===== src/rtl/font_rom_arbiter.sv =====
// font_rom_arbiter
// Shares one registered-read font ROM between several glyph drawers.
// Round-robin arbitration with optional per-requester lock bursts (capped at
// MAX_BURST), a registered ROM address and a two-stage valid/id pipeline that
// steers each returned glyph row back to its requester two cycles after grant.
//
// Handshake: req[i] is held together with its address slice until gnt[i] is
// seen high in the same cycle; dropping req[i] before that withdraws the read.
// Each grant produces exactly one rd_valid[i] pulse two cycles later.
//
// Build option: define FONT_ARB_PRIO0_EN to give requester 0 absolute priority
// over round-robin and over any other requester's lock.
module font_rom_arbiter #(
  parameter int N_REQ     = 3,
  parameter int ADDR_W    = 13,
  parameter int DATA_W    = 8,
  parameter int MAX_BURST = 16
) (
  input  logic                    clk,
  input  logic                    rst,
  input  logic [N_REQ-1:0]        req,
  input  logic [N_REQ-1:0]        req_lock,
  input  logic [N_REQ*ADDR_W-1:0] req_addr,
  output logic [N_REQ-1:0]        gnt,
  output logic [ADDR_W-1:0]       rom_addr,
  input  logic [DATA_W-1:0]       rom_data,
  output logic [N_REQ-1:0]        rd_valid,
  output logic [DATA_W-1:0]       rd_data,
  output logic                    busy
);

  localparam int IDX_W = (N_REQ > 1) ? $clog2(N_REQ) : 1;
  localparam int CNT_W = $clog2(MAX_BURST + 1);

  localparam logic [IDX_W-1:0] LAST_RST  = IDX_W'(N_REQ - 1);
  localparam logic [CNT_W-1:0] BURST_MAX = CNT_W'(MAX_BURST);

  // arbitration state
  logic [IDX_W-1:0] last_gnt;
  logic [CNT_W-1:0] burst_cnt;
  logic             prev_gnt;

  // arbitration decision for the current cycle
  logic             lock_hold;
  logic             rr_found;
  logic [IDX_W-1:0] rr_idx;
  logic [IDX_W:0]   rr_c;
  logic             win_any;
  logic             win_lock;
  logic [IDX_W-1:0] win_idx;
  logic [ADDR_W-1:0] win_addr;
  logic [CNT_W-1:0] burst_next;

  // read pipeline
  logic             s1_valid;
  logic [IDX_W-1:0] s1_id;
  logic             s2_valid;
  logic [IDX_W-1:0] s2_id;

  // previous winner keeps the ROM while it still asks and its burst is not used up
  assign lock_hold = prev_gnt && req[last_gnt] && req_lock[last_gnt] &&
                     (burst_cnt < BURST_MAX);

  // round-robin search starting just after last_gnt; nearer offsets overwrite farther ones
  always_comb begin
    rr_found = 1'b0;
    rr_idx   = '0;
    rr_c     = '0;
    for (int k = N_REQ; k >= 1; k--) begin
      rr_c = {1'b0, last_gnt} + (IDX_W+1)'(k);
      if (rr_c >= (IDX_W+1)'(N_REQ)) begin
        rr_c = rr_c - (IDX_W+1)'(N_REQ);
      end
      if (req[rr_c[IDX_W-1:0]]) begin
        rr_found = 1'b1;
        rr_idx   = rr_c[IDX_W-1:0];
      end
    end
  end

  // pick the winner: lock first, otherwise round-robin (an expired lock falls through)
  always_comb begin
    win_any  = 1'b0;
    win_idx  = '0;
    win_lock = 1'b0;
    if (lock_hold) begin
      win_any  = 1'b1;
      win_idx  = last_gnt;
      win_lock = 1'b1;
    end else if (rr_found) begin
      win_any  = 1'b1;
      win_idx  = rr_idx;
    end
`ifdef FONT_ARB_PRIO0_EN
    // requester 0 pre-empts everything; its own lock only counts, never rotates it
    if (req[0]) begin
      win_any  = 1'b1;
      win_idx  = '0;
      win_lock = prev_gnt && (last_gnt == '0) && req_lock[0];
    end
`endif
  end

  // burst length after this grant: extend a held lock (saturating), else restart at 1
  always_comb begin
    burst_next = CNT_W'(1);
    if (win_lock) begin
      burst_next = (burst_cnt == BURST_MAX) ? BURST_MAX : burst_cnt + CNT_W'(1);
    end
  end

  // address mux for the winning requester
  always_comb begin
    win_addr = '0;
    for (int i = 0; i < N_REQ; i++) begin
      if (win_idx == IDX_W'(i)) begin
        win_addr = req_addr[i*ADDR_W +: ADDR_W];
      end
    end
  end

  // one-hot grant, suppressed while reset is held
  always_comb begin
    gnt = '0;
    for (int i = 0; i < N_REQ; i++) begin
      gnt[i] = rst && win_any && (win_idx == IDX_W'(i));
    end
  end

  // arbitration state registers
  always_ff @(posedge clk or negedge rst) begin
    if (!rst) begin
      last_gnt  <= LAST_RST;
      burst_cnt <= '0;
      prev_gnt  <= 1'b0;
    end else begin
      prev_gnt <= win_any;
      if (win_any) begin
        last_gnt  <= win_idx;
        burst_cnt <= burst_next;
      end
    end
  end

  // ROM address register and two-stage valid/id pipeline
  always_ff @(posedge clk or negedge rst) begin
    if (!rst) begin
      rom_addr <= '0;
      s1_valid <= 1'b0;
      s1_id    <= '0;
      s2_valid <= 1'b0;
      s2_id    <= '0;
    end else begin
      s1_valid <= win_any;
      s1_id    <= win_idx;
      s2_valid <= s1_valid;
      s2_id    <= s1_id;
      if (win_any) begin
        rom_addr <= win_addr;
      end
    end
  end

  // route the returned row to its owner; idle-cycle ROM output is masked to 0
  always_comb begin
    rd_valid = '0;
    for (int i = 0; i < N_REQ; i++) begin
      rd_valid[i] = s2_valid && (s2_id == IDX_W'(i));
    end
    rd_data = s2_valid ? rom_data : '0;
    busy    = s1_valid | s2_valid;
  end

endmodule


===== config.mk =====
export PLATFORM = sky130hd
export DESIGN_NAME = font_rom_arbiter
export DESIGN_NICKNAME = d
export VERILOG_FILES = /design/src/rtl/font_rom_arbiter.sv
export SDC_FILE = /design/constraint.sdc
export NUM_CORES = 1
export LEC_CHECK = 0
export CORE_UTILIZATION = 41
export CTS_BUF_LIST = sky130_fd_sc_hd__clkbuf_8
export DETAILED_ROUTE_END_ITERATION = 16
export PLACE_DENSITY = 0.92
export SYNTH_ARGS = -nofsm -noshare
export SYNTH_HDL_FRONTEND = slang
export SYNTH_SLANG_ARGS = --single-unit

===== constraint.sdc =====
create_clock -name clk -period 2.3 [get_ports clk]
set_input_delay 0.345 -clock clk [delete_from_list [all_inputs] [get_ports clk]]
set_output_delay 0.345 -clock clk [all_outputs]
set_load 0.02 [all_outputs]

==> results.yml, run 1 <==
status:
  status: "complete, but fails checks"
  violations: "negative setup slack"
final_layout:
  fin_cells: 319
  areaGrowthSynthToFinish_pct: 83.0
  fin_util: 0.783
  antennaDiodeCount: 0
  fin_nets: 332
  drive_gt1_frac: 0.262
  finish.instance_area_um2: 2890
die:
  die_x_um: 64.0
  core_area_um2: 3690
  core.rowCount: 22
  die_y_um: 64.0
  fp.dieArea_um2: 4100
  initial_core_util: 0.428
  io_pins: 83
setup_path:
  worst_path_largest_cell_delay_ns: 0.55
  arrival_ns: 2.21
  worstSetupEndpointType: "primary output"
  cp-start-kind: "flop"
  critical_path.max_fanout: 5
  path_class: "flop to primary output"
  path_common_cell: "inv_1"
  path_cells: "buf_4, ha_4, inv_1, a221oi_2, a22oi_2, nor2_4, inv_1, and3_4, buf_6"
  required_ns: 1.96
  cp_slowest_cell: "dfstp_2"
timing:
  finalCritPeriodShare: 1.11
  finalClockSkew_ns: 0.00179
  rsz0062_at_grt: "yes"
  finalHoldViolCount: 0
  period_minus_slack_ns: 2.56
  maxSlewHeadroom: 0.718
  slew_violations: 0
  worst_pin_slew_ns: 0.422
  finalSetupViolations: 7
  fmax_ghz: 0.391
  fin_tns_setup_ns: -1.10
  setup_ws_ns: -0.259
clocking:
  ctsHtreeMaxLevel: 1
  cts_tree: "built"
  clock_path_buffers: 2
  clock-sinks: 26
  cts_buffers: 3
  clkLatencyLatePin_ns: 0.27
  cts_root_buf: "clkbuf_8"
  hold_buffers: 0
  clk_pin_slew_worst_paths_ns: 0.09
logic_synthesis:
  synth_cells: 164
  synth.top_cell.area_share: 0.397
  synth_most_common_cell: "dfrtp_1"
  ys_ff_latch: 26
  avgSynthCellArea_um2: 9.62
  netlist_top_cells_count: "dfrtp_1, o21ai_0, a31oi_1, nand3_1, o32ai_1"
  synth_nets: 224
  netlist_top_cells_area: "dfrtp_1, o32ai_1, a31oi_1"
  synthFlopType: "dfrtp_1"
  syn_area_um2: 1580
  async_flop_share: 1.00
  synth_edf_count: 0
  yosys.area.top_type: "dfrtp_1"
  synth_cell_types: 42
  synth_seq_area_share: 0.413
  yosysWarnings: 0
routing:
  avgViaCountPerCell: 6.03
  drt_pre_antenna_iters: 6
  routedWlPerCell_um: 19.2
  routed_wl_um: 6110
  first_iter_violations: 136
  num_vias: 1924
  drc_errors: 0
  ant_nets: 0
global_routing:
  globalRouteTotalUtil: 0.265
  grt_max_degree: 24
  grt_pass1_wl_um: 8290
  overflow: 0
  antenna_found_initial: 0
  grt_pass1_vias: 1793
power_and_ir_drop:
  power_density_nw_per_um2: 1340
  leakagePower_nw: 1.15
  irDropWorstVdd_mv: 0.716
worst_hold_path:
  hold_path.class: "primary input to async pin"
place:
  hpwl_um: 3380
  io_buffers: 82
  placed_area_um2: 2560
  place.gp.congestion: 0.953
  dp_cells: 304
flow_run:
  cap_violations: 0
-- cell families after synthesis --
family,after synthesis,synth area share
compound gates,61,0.278
xor+xnor,1,0.00555
fa+ha+maj,5,0.0397
buf+inv,19,0.0626
flops,26,0.413
mux,1,0.00634
simple gates,51,0.195
-- critical path: cells and delay by family (launching register included) --
family / cells / cell delay [ns]
AO/OA/AOI/OAI: 2 / 0.47
adder cells (fa/ha/maj): 1 / 0.16
buffers and inverters: 4 / 0.43
flip-flops: 1 / 0.55
AND/OR/NAND/NOR: 2 / 0.34
-- repair_timing --
item,in CTS,in global routing
setup endpoints to repair,17,19
gates resized for setup,41,13
gates cloned,0,1
pin swaps,4,7
buffers inserted,4,6
-- metal layers --
| layer | routed length [um] | global-route usage | vias up |
|---|---|---|---|
| li1 | - | - | 842 |
| met1 | 2290 | 0.318 | 910 |
| met2 | 3050 | 0.460 | 151 |
| met3 | 577 | 0.0536 | 21 |
| met4 | 193 | 0.105 | 0 |
| met5 | 0 | 0 | - |
-- placed cells by master, fill, tap and decap left out, drive strengths merged, types with 2 or more instances in the layout --
cell	count
clkbuf	3
nand2	5
nand3	14
a31oi	15
buf	34
o32ai	13
nor3	2
nor2	2
inv	8
ha	5
nand4b	2
dfrtp	25
a31o	2
clkdlybuf4s50	78
or2	2
a21o	2
and2	10
nand2b	5
nor2b	2
o21ai	15
o21a	2
a21oi	6
-- state kept, by name, indices dropped and copies added (netlist names) --
name,cells
s1_valid,1
s2_id,2
s2_valid,1
burst_cnt,5
s1_id,2
last_gnt,2
rom_addr,13
-- through the flow --
stage	hold WS, ns	worst slack (ns)	total power, W
finish	0.284	-0.259	0.00386
floorplan	0.0494	-0.00527	0.00208
detailed placement	0.342	-0.525	0.00290
global placement	0.334	-0.482	0.00284
CTS	0.287	-0.158	0.00349
global route	0.287	-0.306	0.00403
-- final timing paths --
kind / slack [ns] / startpoint / to / cells past startpoint
max reg2reg: -0.21 / last_gnt[1] / burst_cnt[2] / 13
max: -0.26 / last_gnt[1] / gnt[2] / 9
min in group clk: 0.36 / s1_id[1] / s2_id[1] / 0
min reg2reg: 0.36 / s1_id[1] / s2_id[1] / 0
min: 0.28 / rst / rom_addr[9] / 1
max in group asynchronous: 1.40 / rst / last_gnt[1] / 2
-- area by class of cell --
| cell class | count | area (um2) |
|---|---|---|
| clock buffers | 3 | 41.3 |
| clock inverters | 1 | 30.0 |
| inverters | 8 | 30.0 |
| multi-input cells | 120 | 1010 |
| flip-flops and latches | 26 | 652 |
| fillers | 237 | 802 |
| repair buffers | 113 | 1060 |
| well taps | 48 | 60.1 |
-- power by group --
part	leakage (nW)	internal (W)	total [W]	switching (W)
clock network	0.0357	0.000233	0.000383	0.000150
registers	0.309	0.000675	0.000814	0.000139
logic	0.802	0.00128	0.00267	0.00139
Note: power is estimated with default switching activity, not from simulation.
==> run 2: changes to the inputs <==
- CORE_ASPECT_RATIO: default -> 1.75
==> run 2 against run 1 <==
Net effect: the run still ends with negative setup slack left; power fell by 2.5%; sequential share of layout area grew 0.28 points; first-iteration DRC count decreased by 47%; register-to-register slack improved by 0.24 ns; combinational power decreased by 4%; clock power down 3%; wire length fell by 10%; flip-flop and latch count unchanged.
==> results.yml, run 2 (synthesized netlist as in run 1, its figures left out) <==
status:
  status: "complete, but fails checks"
  violations: "negative setup slack"
setup_path:
  path_class: "flop to primary output"
  critical_path.max_fanout: 6
  cp-start-kind: "flop"
  worstSetupEndpointType: "primary output"
  r2r_slack_ns: 0.03
  arrival_ns: 2.16
  required_ns: 1.96
routing:
  dr.max_layer_used: "met4"
  drc_errors: 0
  routed-wl-met2_um: 3080
  routedWlPerCell_um: 17.5
  drt_pre_antenna_iters: 4
  ant_nets: 0
  num_vias: 1782
  routed_wl_um: 5500
  first_iter_violations: 72
  avgViaCountPerCell: 5.66
  met1_length_um: 2120
  met3_length_um: 178
clocking:
  clock-sinks: 26
  clock_path_buffers: 2
  hold_buffers: 0
  clk_pin_slew_worst_paths_ns: 0.09
  clkLatencyLatePin_ns: 0.27
  cts_buffers: 3
  cts_tree: "built"
  ctsHtreeMaxLevel: 1
  cts_root_buf: "clkbuf_8"
final_layout:
  fillers: 233
  top_register: "rom_addr"
  fin_cells: 315
  layout_commonest_cell: "clkdlybuf4s50_1"
  drive_gt1_frac: 0.238
  top_regs: "rom_addr: 13 flops, burst_cnt: 5 flops"
  finish.instance_area_um2: 2860
  antennaDiodeCount: 0
  fin_nets: 330
  final_cell_mix: "clkdlybuf4s50_1, buf_4, dfrtp_1"
  areaGrowthSynthToFinish_pct: 81.0
  largest_reg_flops: 13
timing:
  worst_pin_slew_ns: 0.340
  finalCritPeriodShare: 1.09
  finalHoldViolCount: 0
  rsz0062_at_grt: "yes"
  fin_hold_ws_ns: 0.278
  period_minus_slack_ns: 2.50
  fin_tns_setup_ns: -0.586
  maxSlewHeadroom: 0.773
  slew_violations: 0
  setup_ws_ns: -0.202
  finalClockSkew_ns: 0.00774
  fmax_ghz: 0.400
  finalSetupViolations: 3
die:
  die_x_um: 48.9
  core.rowCount: 29
  initial_core_util: 0.431
  io_pins: 83
  fp.dieArea_um2: 4110
  core_area_um2: 3660
  die_y_um: 84.1
place:
  placed_area_um2: 2550
  hpwl_um: 3630
  io_buffers: 82
  place.gp.congestion: 0.847
  dp_cells: 302
global_routing:
  globalRouteTotalUtil: 0.278
  overflow: 0
  antenna_found_initial: 0
  grt_pass1_wl_um: 9000
  grt_pass1_vias: 1824
  grt_max_degree: 19
power_and_ir_drop:
  power_density_nw_per_um2: 1320
  fin_total_pwr_w: 0.00376
  irDropWorstVdd_mv: 1.08
  leakagePower_nw: 1.14
flow_run:
  cap_violations: 0
worst_hold_path:
  hold_path.class: "primary input to async pin"
run 2: worst paths after layout:
kind,cells after the start,endpoint,start
max,9,gnt[1],last_gnt[1]
min,1,s1_id[0],rst
max reg2reg,10,rom_addr[5],last_gnt[1]
min reg2reg,0,s2_id[0],s1_id[0]
max in group asynchronous,2,last_gnt[1],rst
min in group clk,0,s2_id[0],s1_id[0]
run 2: critical path, cell delays in order, from the launching register on:
cell      delay, ns
dfstp_2        0.54
inv_2          0.06
ha_4           0.25
buf_4          0.15
nand2b_1       0.18
a21o_2         0.25
nand2_2        0.09
buf_4          0.12
and2_1         0.13
buf_6          0.12
run 2: layout make-up:
| class | count | area [um2] | share of cell area |
|---|---|---|---|
| Sequential cell | 26 | 653 | 0.229 |
| Clock buffer | 3 | 41.3 | 0.0145 |
| Timing Repair Buffer | 112 | 1080 | 0.377 |
| Inverter | 8 | 30.0 | 0.0105 |
| Clock inverter | 1 | 30.0 | 0.0105 |
| Tap cell | 46 | 57.6 | 0.0201 |
| Multi-Input combinational cell | 119 | 967 | 0.339 |
run 2: power breakdown:
group	internal [W]	switching (W)
clock	0.000233	0.000139
sequential	0.000677	0.000154
combinational	0.00128	0.00128
total	0.00219	0.00158
run 2: timing repair:
| item | CTS | global route |
|---|---|---|
| pin swaps | 7 | 6 |
| hold endpoints to repair | 0 | 0 |
| buffers inserted | 6 | 3 |
| resized for setup | 38 | 7 |
| endpoints found under the setup margin | 17 | 16 |
run 2: metrics by stage:
step / util / setup WS [ns]
after floorplan: - / -0.00527
after CTS: 0.760 / -0.164
after global placement: 0.697 / -0.545
final: 0.779 / -0.202
after detailed placement: 0.697 / -0.610
after global routing: 0.779 / -0.295
run 2: metal layers:
metal	global-route usage	vias to the layer above
met3	0.0182	10
met4	0.107	0
li1	-	830
met5	0	-
met1	0.330	859
met2	0.508	83
